File: config.mk
export PLATFORM = sky130hd
export DESIGN_NAME = paddle_move_ctrl
export DESIGN_NICKNAME = d
export VERILOG_FILES = /design/src/rtl/paddle_move_ctrl.sv
export SDC_FILE = /design/constraint.sdc
export NUM_CORES = 1
export LEC_CHECK = 0
export ABC_AREA = 0
export CORE_MARGIN = 8
export CORE_UTILIZATION = 50
export DETAILED_ROUTE_END_ITERATION = 8
export PLACE_DENSITY = 0.8
export SLEW_MARGIN = 20
export SYNTH_ARGS = -nofsm -noshare
export SYNTH_HDL_FRONTEND = slang
export SYNTH_SLANG_ARGS = --single-unit
File: constraint.sdc
create_clock -name clk -period 3.3 [get_ports clk]
set_input_delay 0.66 -clock clk [delete_from_list [all_inputs] [get_ports clk]]
set_output_delay 0.66 -clock clk [all_outputs]
set_load 0.01 [all_outputs]
File: src/rtl/paddle_move_ctrl.sv
// Paddle motion sequencer: tracks held left/right/launch keys, steps paddle_x at a divided rate with clamping, pulses launch.
// Optional build macro PADDLE_ACCEL_EN doubles the step size after 8 consecutive same-direction steps.
module paddle_move_ctrl #(
    parameter int          SCREEN_W    = 640,
    parameter int          PADDLE_W    = 80,
    parameter int          POS_W       = 10,
    parameter int          STEP        = 4,
    parameter int          MOVE_DIV    = 250000,
    parameter logic [7:0]  LEFT_CODE   = 8'h61,
    parameter logic [7:0]  RIGHT_CODE  = 8'h6A,
    parameter logic [7:0]  LAUNCH_CODE = 8'h29
) (
    input  logic             clk,
    input  logic             reset,
    input  logic             valid,
    input  logic             makeBreak,
    input  logic [7:0]       outCode,
    input  logic             enable,
    output logic [POS_W-1:0] paddle_x,
    output logic             move_l,
    output logic             move_r,
    output logic             launch,
    output logic             at_edge
);

    localparam int               TICK_W     = $clog2(MOVE_DIV);
    localparam logic [TICK_W-1:0] L_TICK_MAX = TICK_W'(MOVE_DIV - 1);
    localparam logic [POS_W:0]   L_MAX_X    = (POS_W+1)'(SCREEN_W - PADDLE_W);
    localparam logic [POS_W-1:0] L_HOME     = POS_W'((SCREEN_W - PADDLE_W) / 2);
    localparam logic [POS_W:0]   L_STEP     = (POS_W+1)'(STEP);

    typedef enum logic [1:0] {
        ST_IDLE  = 2'd0,
        ST_LEFT  = 2'd1,
        ST_RIGHT = 2'd2
    } dir_state_t;

    dir_state_t        r_state;
    dir_state_t        w_state_nxt;
    logic              r_held_l;
    logic              r_held_r;
    logic              r_held_s;
    logic              r_launch;
    logic [TICK_W-1:0] r_tick;
    logic [POS_W-1:0]  r_x;
    logic [POS_W-1:0]  w_x_nxt;
    logic [POS_W:0]    w_x_ext;
    logic [POS_W:0]    w_x_inc;
    logic [POS_W:0]    w_step_sz;
    logic              w_ev_l;
    logic              w_ev_r;
    logic              w_ev_s;
    logic              w_dir_chg;
    logic              w_step;

    // valid is a one-cycle event strobe with no back-pressure: every strobed event is consumed that cycle.
    assign w_ev_l = valid && (outCode == LEFT_CODE);
    assign w_ev_r = valid && (outCode == RIGHT_CODE);
    assign w_ev_s = valid && (outCode == LAUNCH_CODE);

    always_comb begin
        w_state_nxt = r_state;
        case (r_state)
            ST_IDLE: begin
                if (w_ev_l && makeBreak)
                    w_state_nxt = ST_LEFT;
                else if (w_ev_r && makeBreak)
                    w_state_nxt = ST_RIGHT;
            end
            ST_LEFT: begin
                if (w_ev_r && makeBreak)
                    w_state_nxt = ST_RIGHT;
                else if (w_ev_l && !makeBreak)
                    w_state_nxt = r_held_r ? ST_RIGHT : ST_IDLE;
            end
            ST_RIGHT: begin
                if (w_ev_l && makeBreak)
                    w_state_nxt = ST_LEFT;
                else if (w_ev_r && !makeBreak)
                    w_state_nxt = r_held_l ? ST_LEFT : ST_IDLE;
            end
            default: w_state_nxt = ST_IDLE;
        endcase
    end

    assign w_dir_chg = (w_state_nxt != r_state);
    assign w_step    = (r_state != ST_IDLE) && enable && (r_tick == L_TICK_MAX);

    always_ff @(posedge clk) begin
        if (reset) begin
            r_state  <= ST_IDLE;
            r_held_l <= 1'b0;
            r_held_r <= 1'b0;
            r_held_s <= 1'b0;
            r_launch <= 1'b0;
        end else begin
            r_state  <= w_state_nxt;
            r_launch <= w_ev_s && makeBreak && !r_held_s && enable;
            if (w_ev_l)
                r_held_l <= makeBreak;
            if (w_ev_r)
                r_held_r <= makeBreak;
            if (w_ev_s)
                r_held_s <= makeBreak;
        end
    end

    // Reloading on a direction change makes the first step in the new direction immediate.
    always_ff @(posedge clk) begin
        if (reset || (r_state == ST_IDLE) || !enable || w_dir_chg)
            r_tick <= L_TICK_MAX;
        else if (r_tick == L_TICK_MAX)
            r_tick <= '0;
        else
            r_tick <= r_tick + 1'b1;
    end

`ifdef PADDLE_ACCEL_EN
    logic [3:0] r_step_cnt;

    always_ff @(posedge clk) begin
        if (reset || (r_state == ST_IDLE) || !enable || w_dir_chg)
            r_step_cnt <= 4'd0;
        else if (w_step && (r_step_cnt != 4'd8))
            r_step_cnt <= r_step_cnt + 4'd1;
    end

    assign w_step_sz = (r_step_cnt == 4'd8) ? (L_STEP << 1) : L_STEP;
`else
    assign w_step_sz = L_STEP;
`endif

    // Clamp in POS_W+1 bits so neither wall can wrap.
    assign w_x_ext = {1'b0, r_x};
    assign w_x_inc = w_x_ext + w_step_sz;

    always_comb begin
        w_x_nxt = r_x;
        if (w_step) begin
            if (r_state == ST_LEFT)
                w_x_nxt = (w_x_ext < w_step_sz) ? '0 : (r_x - w_step_sz[POS_W-1:0]);
            else
                w_x_nxt = (w_x_inc > L_MAX_X) ? L_MAX_X[POS_W-1:0] : w_x_inc[POS_W-1:0];
        end
    end

    always_ff @(posedge clk) begin
        if (reset)
            r_x <= L_HOME;
        else
            r_x <= w_x_nxt;
    end

    assign paddle_x = r_x;
    assign move_l   = (r_state == ST_LEFT);
    assign move_r   = (r_state == ST_RIGHT);
    assign launch   = r_launch;
    assign at_edge  = (r_x == '0) || (w_x_ext == L_MAX_X);

endmodule

# Yosys cells after proc, flatten, opt, wreduce, memory -nomap -nowiden
# Cells that the tools add are included.
# word_totals
word_cells	57
ff_bits	34
inputBits	13
# classes
n_mux	13
eq_ne	8
magnitude_cmp	2
reduce_logical	23
addsub	3
# op_table
cell	count
$mux W10	3
$add A18 B1 Y18 const B	1
$eq A18 B18 Y1 const B	1
$mux W18	1
$eq A8 B7 Y1 const B	2
$mux W2	7
$logic_and A1 B1 Y1	12
$add A10 B3 Y11 const B	1
$gt A11 B10 Y1 const B	1
$eq A10 B10 Y1 const B	1
$logic_not A10 Y1	1
$lt A10 B3 Y1 const B	1
$sub A10 B3 Y10 const B	1
$eq A8 B6 Y1 const B	1
$pmux W2 S3	1
$logic_or A1 B1 Y1	4
$logic_not A1 Y1	3
$eq A2 B1 Y1 const B	1
$eq A2 B2 Y1 const B	1
$logic_not A2 Y1	1
$ne A2 B2 Y1	1
$reduce_bool A2 Y1	1
$reduce_or A2 Y1	1
$mux W1	1

# Logic depth before layout (Yosys ltp)
# Gate-level depths: netlist of the first run.
# depth
depth_word	9
ltp_mapped	10
depth_no_buf	9

# Worst setup path after synthesis of the first run
# Ideal clock, no wire load.
# synth_path
path_kind	input to register
start	in outCode[2]
end	reg r_tick[12]
arrival_ns	2.069
t_required_ns	3.172
path_stages	7
slack_ns	1.103
setup_ns	0.128
path_cell_list	nand3b_1 -> or4b_1 -> a211oi_2 -> o211ai_1 -> a21oi_1 -> buf_2 -> o21ai_1
# synth_via
elab_chain_cells	8
elab_cells_between_ends	17
cone_classes	3 x eq/ne; 7 x mux; 7 x reduce/logical
# synth_rtl
element	line	source
start: declaration	17	input logic [7:0] outCode,
$eq A8 B7 Y1 (on tied branches)	58, 57	
$logic_and A1 B1 Y1 (on tied branches)	58, 57	
$logic_and A1 B1 Y1 (on tied branches)	-	
$mux W2 (on tied branches)	79, 67, 73	
$mux W2 (on tied branches)	77, 65, 71	
$pmux W2 S3 *	63	case (r_state)
$ne A2 B2 Y1 *	86	assign w_dir_chg = (w_state_nxt != r_state);
$logic_or A1 B1 Y1 *	110	if (reset || (r_state == ST_IDLE) || !enable || w_dir_chg)
end signal: assignment	115	r_tick <= r_tick + 1'b1;
end: declaration	44	logic [TICK_W-1:0] r_tick;
# Mark *: on every way between the ends. The rest lies on a longest branch, timed or not.
# A chain may end at the register's enable or synchronous reset.

# Worst setup path after layout of the first run
# layout_path
start	reg r_x[4], in the netlist paddle_x[4]
end	out at_edge
# layout_via
elab_chain_cells	2
elab_cells_between_ends	3
cone_classes	1 x eq/ne; 2 x reduce/logical
# layout_rtl
element	line	source
start: declaration	45	logic [POS_W-1:0] r_x;
start signal: assignment	151	r_x <= w_x_nxt;
$eq A10 B10 Y1 or $logic_not A10 Y1 (tied branches)	158	assign at_edge = (r_x == '0) || (w_x_ext == L_MAX_X);
$logic_or A1 B1 Y1 *	158	
end: declaration	23	output logic at_edge
# Marks and branches as above.

==> results of run 1 <==
[kinds of logic (layout without fill, tap and decap cells)]
kind of cell	count (synthesis)	count (layout)	synth area share (%)
compound gates	69	69	20.6
flops	32	32	29.6
xor+xnor	16	16	6.47
buf+inv	30	47	6.88
other cells	1	2	0.173
mux	5	5	2.31
fa+ha+maj	5	5	2.89
simple gates	122	122	31.1
[sequential cells by signal, indices dropped and copies added (netlist names)]
name / count
r_tick: 18
r_held_s: 1
paddle_x: 8
r_state: 2
launch: 1
r_held_l: 1
r_held_r: 1
[per-stage QoR]
| step | worst slack [ns] | std cells | util (%) | total power, mW |
|---|---|---|---|---|
| final | 0.531 | 350 | 58.7 | 0.876 |
| after global routing | 0.433 | 350 | 58.7 | 0.913 |
| after CTS | 0.543 | 350 | 58.7 | 0.883 |
| after detailed placement | 0.337 | 342 | 56.2 | 0.512 |
| after global placement | 0.384 | 342 | 56.2 | 0.510 |
| after floorplan | 1.10 | 281 | - | 0.476 |
[worst max-delay path, cell delays in order (launching register included)]
cell,delay (ns)
dfxtp_1,0.65
and2_1,0.25
a21oi_1,0.08
nor3b_1,0.25
clkdlybuf4s50_1,0.58
[power breakdown]
group	total, mW	switching, mW	internal, mW
combinational	0.106	0.0586	0.0472
sequential	0.399	0.00717	0.392
clock	0.371	0.147	0.224
[per-layer routing]
layer / wire, µm / vias up / GRT usage, %
li1: - / 1028 / -
met1: 2300 / 924 / 18.9
met2: 2130 / 41 / 24.7
met3: 185 / 9 / 3.50
met4: 92 / 0 / 8.77
met5: 0 / - / 0
[final cells by class]
type | instances | area (µm²)
Fill cell | 397 | 1760
Multi-Input combinational cell | 219 | 1380
Sequential cell | 32 | 641
Timing Repair Buffer | 28 | 270
Clock buffer | 6 | 72.6
Tap cell | 52 | 65.1
Inverter | 11 | 41.3
Clock inverter | 2 | 35.0
[path summary, 6_finish.rpt]
path | end | slack (ns) | cells after the start
setup / recovery | at_edge | 0.53 | 4
hold / removal | launch | 0.45 | 1
setup reg to reg | paddle_x[8] | 0.65 | 8
hold reg to reg | launch | 0.45 | 1
[layout by cell type (no fill, tap or decap), types with 3 or more instances in the layout]
cell type and n:
a211o_1 3, a21oi_1 24, and2_1 5, and3_1 9, buf_4 4, clkbuf_8 5, clkdlybuf4s50_1 24, dfxtp_1 32
ha_1 5, inv_1 9, mux2i_1 5, nand2_1 21, nand2b_1 4, nand3_1 10, nand3b_1 3, nand4_1 7
nor2_1 21, nor2_2 7, nor2b_1 5, nor3_1 12, nor3b_1 3, nor4b_1 3, o21ai_0 8, o21ai_1 12
or3_1 3, xnor2_1 8, xor2_1 8
==> metrics, run 1 <==
worst flop-to-flop path startpoint paddle_x[3]; Initial DRT Pass Iterations 4; top post-synthesis cells by count 32 x dfxtp_1, 24 x a21oi_1, 21 x nand2_1, 21 x nor2_1; Worst slew margin between 60 and 70%; worst skew pair latency roughly 0.29 ns; synthesized area per cell 7.73 µm²; Final TNS setup 0 ns; Gate Count Post-Synth 280; Clock Root Buffer clkbuf_8; post-CTS sizing 0; CP required between 2 and 3 ns; Synth area leaders dfxtp_1 30%, a21oi_1 5.5%, nand2_1 3.6%; crit path capture type output pin; final hold slack around 0.45 ns; max-slew violations 0; Setup Viol. Count Final 0; CP max FO 18; status complete, no violations; Synth area leader dfxtp_1; Avg Vias per Cell 5.72; Leakage ~0.91 nW; gr ovfl total 0; initial antenna violation count 0; period utilisation layout between 80% and 90%; crit path time final ~2.8 ns; die area roughly 6700 µm²; Highest Clock Rate around 360 MHz; Clock H-tree levels 2; Worst IR Drop VDD between 200 and 250 µV; cts bufs inserted 5; Max Cap Viol 0; HP Class flip-flop to flip-flop; Synth Warn # 0; CTS Hold Bufs 0; vias in the first global route about 1900; global-route wire length before repair between 8000 and 9000 µm; Residual DRC 0; CTS tree done; Post-synth EDFFs 0; synthesis-to-finish area growth 15.7%; Worst-Margin Slew between 0.5 and 0.6 ns; I/O pins 27; average wire per standard cell 13.5 µm; Seq/Total Area, Yosys 29.6%; Yosys reg bits 32; design area about 2500 µm²; Final Skew about 0.0036 ns; Cell Pwr Density ~350 nW/µm²; CTS Buffer Depth 2; DIE WIDTH ~82 µm; largest net degree at the start of global routing 19; Post-DP HPWL between 3000 and 4000 µm; gpl congestion 0.822; nets@finish between 300 and 400; Iteration-0 DRC Markers roughly 190; Initial Utilization between 50% and 60%; most common cell in the netlist dfxtp_1; clk sinks 32; clock slew at reported path FFs ~0.070 ns; hold wc startpoint r_held_s; CP Class flip-flop to output pin; CP Launch Point paddle_x[4]; port bufs 24; most common flop cell mapped by yosys dfxtp_1; CP Launch Type flip-flop; GRT Util Overall 15.5%; core box area 4260 µm²; Async SR Flop Fraction 0%; Die Y ~80 µm; Final Hold Vio Count 0; layout cells sized above 1 a little under a tenth; Detailed Route WL between 4000 and 5000 µm; Post-CTS Setup Inserts 0; Placed Area around 2400 µm²; Cell Rows 24; ant diodes 0; Post-Syn Area approximately 2200 µm²; RSZ-0062 raised after global routing no; via count ~2000; post-synth top area share slightly below 30%; ANT nets after route 0; CP Data Arrival Time approximately 2.1 ns; Distinct cells, synth 58
Note: power is estimated with default switching activity, not from simulation.
==> inputs of run 2 (changes only) <==
==> constraint.sdc (replaced) <==
create_clock -name clk -period 2.9 [get_ports clk]
set_input_delay 0.58 -clock clk [delete_from_list [all_inputs] [get_ports clk]]
set_output_delay 0.58 -clock clk [all_outputs]
set_load 0.01 [all_outputs]
==> run 2 against run 1 <==
Net effect: flip-flop and latch count unchanged; critical endpoint unchanged; non-clock buffer count up 8; sequential share of layout area down 0.67 points; design area up 2.7%; highest routed layer unchanged; combinational power up 21%; utilization up 1.6 points; register-to-register slack worse by 0.09 ns; global-route usage up 0.11 points; clock skew down 0.0014 ns; total power up 17%.
==> metrics, run 2 (synthesized netlist as in run 1, its figures left out) <==
Layout Cells excl Fill 358 (+2.3%); Post-DP HPWL 3520 µm (+3.3%); DIE WIDTH 81.8 µm (unchanged); CP Launch Type flip-flop; crit path time final around 2.7 ns; CTS Buffer Depth 2 (unchanged); CP Class flip-flop to output pin; Highest Clock Rate 366 MHz; CP Data Arrival Time 2.16 ns (+0.05 ns); sw frac 25.3% (+0.97 points); Initial Utilization 50.8% (unchanged); CTS Hold Bufs 0 (unchanged); I/O pins 27 (unchanged); average wire per standard cell 13.8 µm (+2.7%); max-slew violations 0 (unchanged); status complete, no violations; Residual DRC 0 (unchanged); synthesis-to-finish area growth 18.8%; Clock H-tree levels 2 (unchanged); Max Cap Viol 0 (unchanged); worst flop-to-flop path startpoint paddle_x[2]; CP max FO 16 (-2); Worst IR Drop VDD 254 µV (+15%); worst skew pair latency 0.29 ns (about the same); vias in the first global route 1966 (+3.3%); NetSw 258 µW (+21%); ANT nets after route 0 (unchanged); Final Hold Vio Count 0 (unchanged); Worst-Margin Slew 0.521 ns (-0.0622 ns); clock group share of total power 43.1% (+0.7 points); Final Skew 0.00220 ns (-0.00135 ns); most frequent cells in the layout 32 x dfxtp_1, 24 x a21oi_1, 24 x clkdlybuf4s50_1, 21 x nand2_1, 21 x nor2_1; Fill cells 389 (-2.0%); Detailed Route WL 4950 µm (+5.0%); cts bufs inserted 5 (unchanged); gr ovfl total 0 (unchanged); sequential share of power 44.4% (-1.1 points); Clock Root Buffer clkbuf_8; max FFs per register 18 (unchanged); Most flops, register r_tick; global-route wire length before repair 8510 µm (+2.6%); Initial DRT Pass Iterations 4 (unchanged); cells on worst reg2reg path 9 (+1); internal power 762 µW (+15%); Worst slew margin 65.2% (+4.1 points); worst hold stages 1 (unchanged); ant diodes 0 (unchanged); Placed Area 2460 µm² (+2.5%); via count 2058 (+2.8%); Die Y 81.8 µm (unchanged); clk sinks 32 (unchanged); slowest stage delay, CP 0.65 ns (about the same); clock slew at reported path FFs 0.07 ns (about the same); CP Launch Point paddle_x[5]; design area 2570 µm² (+2.7%); largest net degree at the start of global routing 18 (-1); nets@finish 323 (+2.5%); slowest CP cell dfxtp_1; layout cells sized above 1 11.8% (+2.7 points); CTS tree done; Avg Vias per Cell 5.75 (+0.50%); Hold Path End launch; crit-path cells and2_1 -> a21oi_1 -> nor3b_1 -> clkdlybuf4s50_1; RSZ-0062 raised after global routing no; HP Class flip-flop to flip-flop; CP required 2.32 ns (-0.32 ns); core box area 4260 µm² (unchanged); GRT Util Overall 15.6% (+0.11 points); port bufs 24 (unchanged); Iteration-0 DRC Markers 239 (+28%); Setup Viol. Count Final 0 (unchanged); commonest non-fill, non-tap cell in the layout dfxtp_1; gpl congestion 0.870 (+5.8%); die area 6690 µm² (unchanged); Final TNS setup 0 ns (unchanged); crit path capture type output pin; Comb power frac 12.6% (+0.5 points); post-CTS sizing 0 (unchanged); FF-to-FF End paddle_x[8]; period utilisation layout between 90% and 100%; Cell Pwr Density 397 nW/µm² (+13%); Leakage 0.948 nW (+4.2%); DP Cell Count 350 (+2.3%); initial antenna violation count 0 (unchanged); reg-to-reg slack, setup 0.56 ns (-0.09 ns); Post-CTS Setup Inserts 0 (unchanged); Cell Rows 24 (unchanged); hold wc startpoint r_held_s
==> run 2: cell count changes in the layout (fill, tap and decap cells not counted), sizes merged <==
cell      delta
buf          +8
clkinvlp     +1
clkbuf       -1
clkinv       -1
inv          +1
==> run 2: layout make-up <==
type	instances	area, µm²	share of cell area (%)
Inverter	11	41.3	1.61
Tap cell	52	65.1	2.53
Sequential cell	32	641	24.9
Clock inverter	3	46.3	1.80
Clock buffer	5	68.8	2.68
Timing Repair Buffer	36	330	12.8
Multi-Input combinational cell	219	1380	53.6
==> run 2: power by group through the flow <==
stage	combinational, mW	sequential, mW	clock [mW]
after CTS	0.127	0.452	0.447
final	0.128	0.453	0.439
after detailed placement	0.126	0.463	0
after global placement	0.123	0.462	0
after global routing	0.141	0.454	0.471
after floorplan	0.0799	0.462	0
==> run 2: worst max-delay path by stage <==
| stage | end | depth (start not counted) |
|---|---|---|
| global route | at_edge | 4 |
| detailed placement | r_tick[10] | 8 |
| CTS | at_edge | 4 |
| global placement | r_tick[8] | 8 |
| floorplan | paddle_x[8] | 9 |
| finish | at_edge | 4 |
==> run 2: metal layers <==
| metal | vias to the layer above | wire length, µm | track usage [%] |
|---|---|---|---|
| met2 | 59 | 2320 | 25.1 |
| met5 | - | 0 | 0 |
| li1 | 1035 | - | - |
| met4 | 0 | 82 | 8.25 |
| met3 | 11 | 230 | 2.84 |
| met1 | 953 | 2320 | 19.4 |
==> run 2: worst max-delay path, delay by kind of cell, from the launching register on <==
family                 cells  cell delay (ns)
AOI/OAI and AO/OA          1             0.09
buffers and inverters      1             0.59
DFF                        1             0.65
and+or+nand+nor            2             0.53
==> run 2: metrics by stage <==
stage	worst slack, ns	power (mW)	util [%]	hold slack [ns]
after global routing	0.0847	1.07	60.3	0.465
after global placement	0.159	0.586	57.6	0.417
after detailed placement	0.0819	0.588	57.6	0.419
after floorplan	0.766	0.542	-	0.400
after CTS	0.198	1.03	60.3	0.434
final	0.164	1.02	60.3	0.433
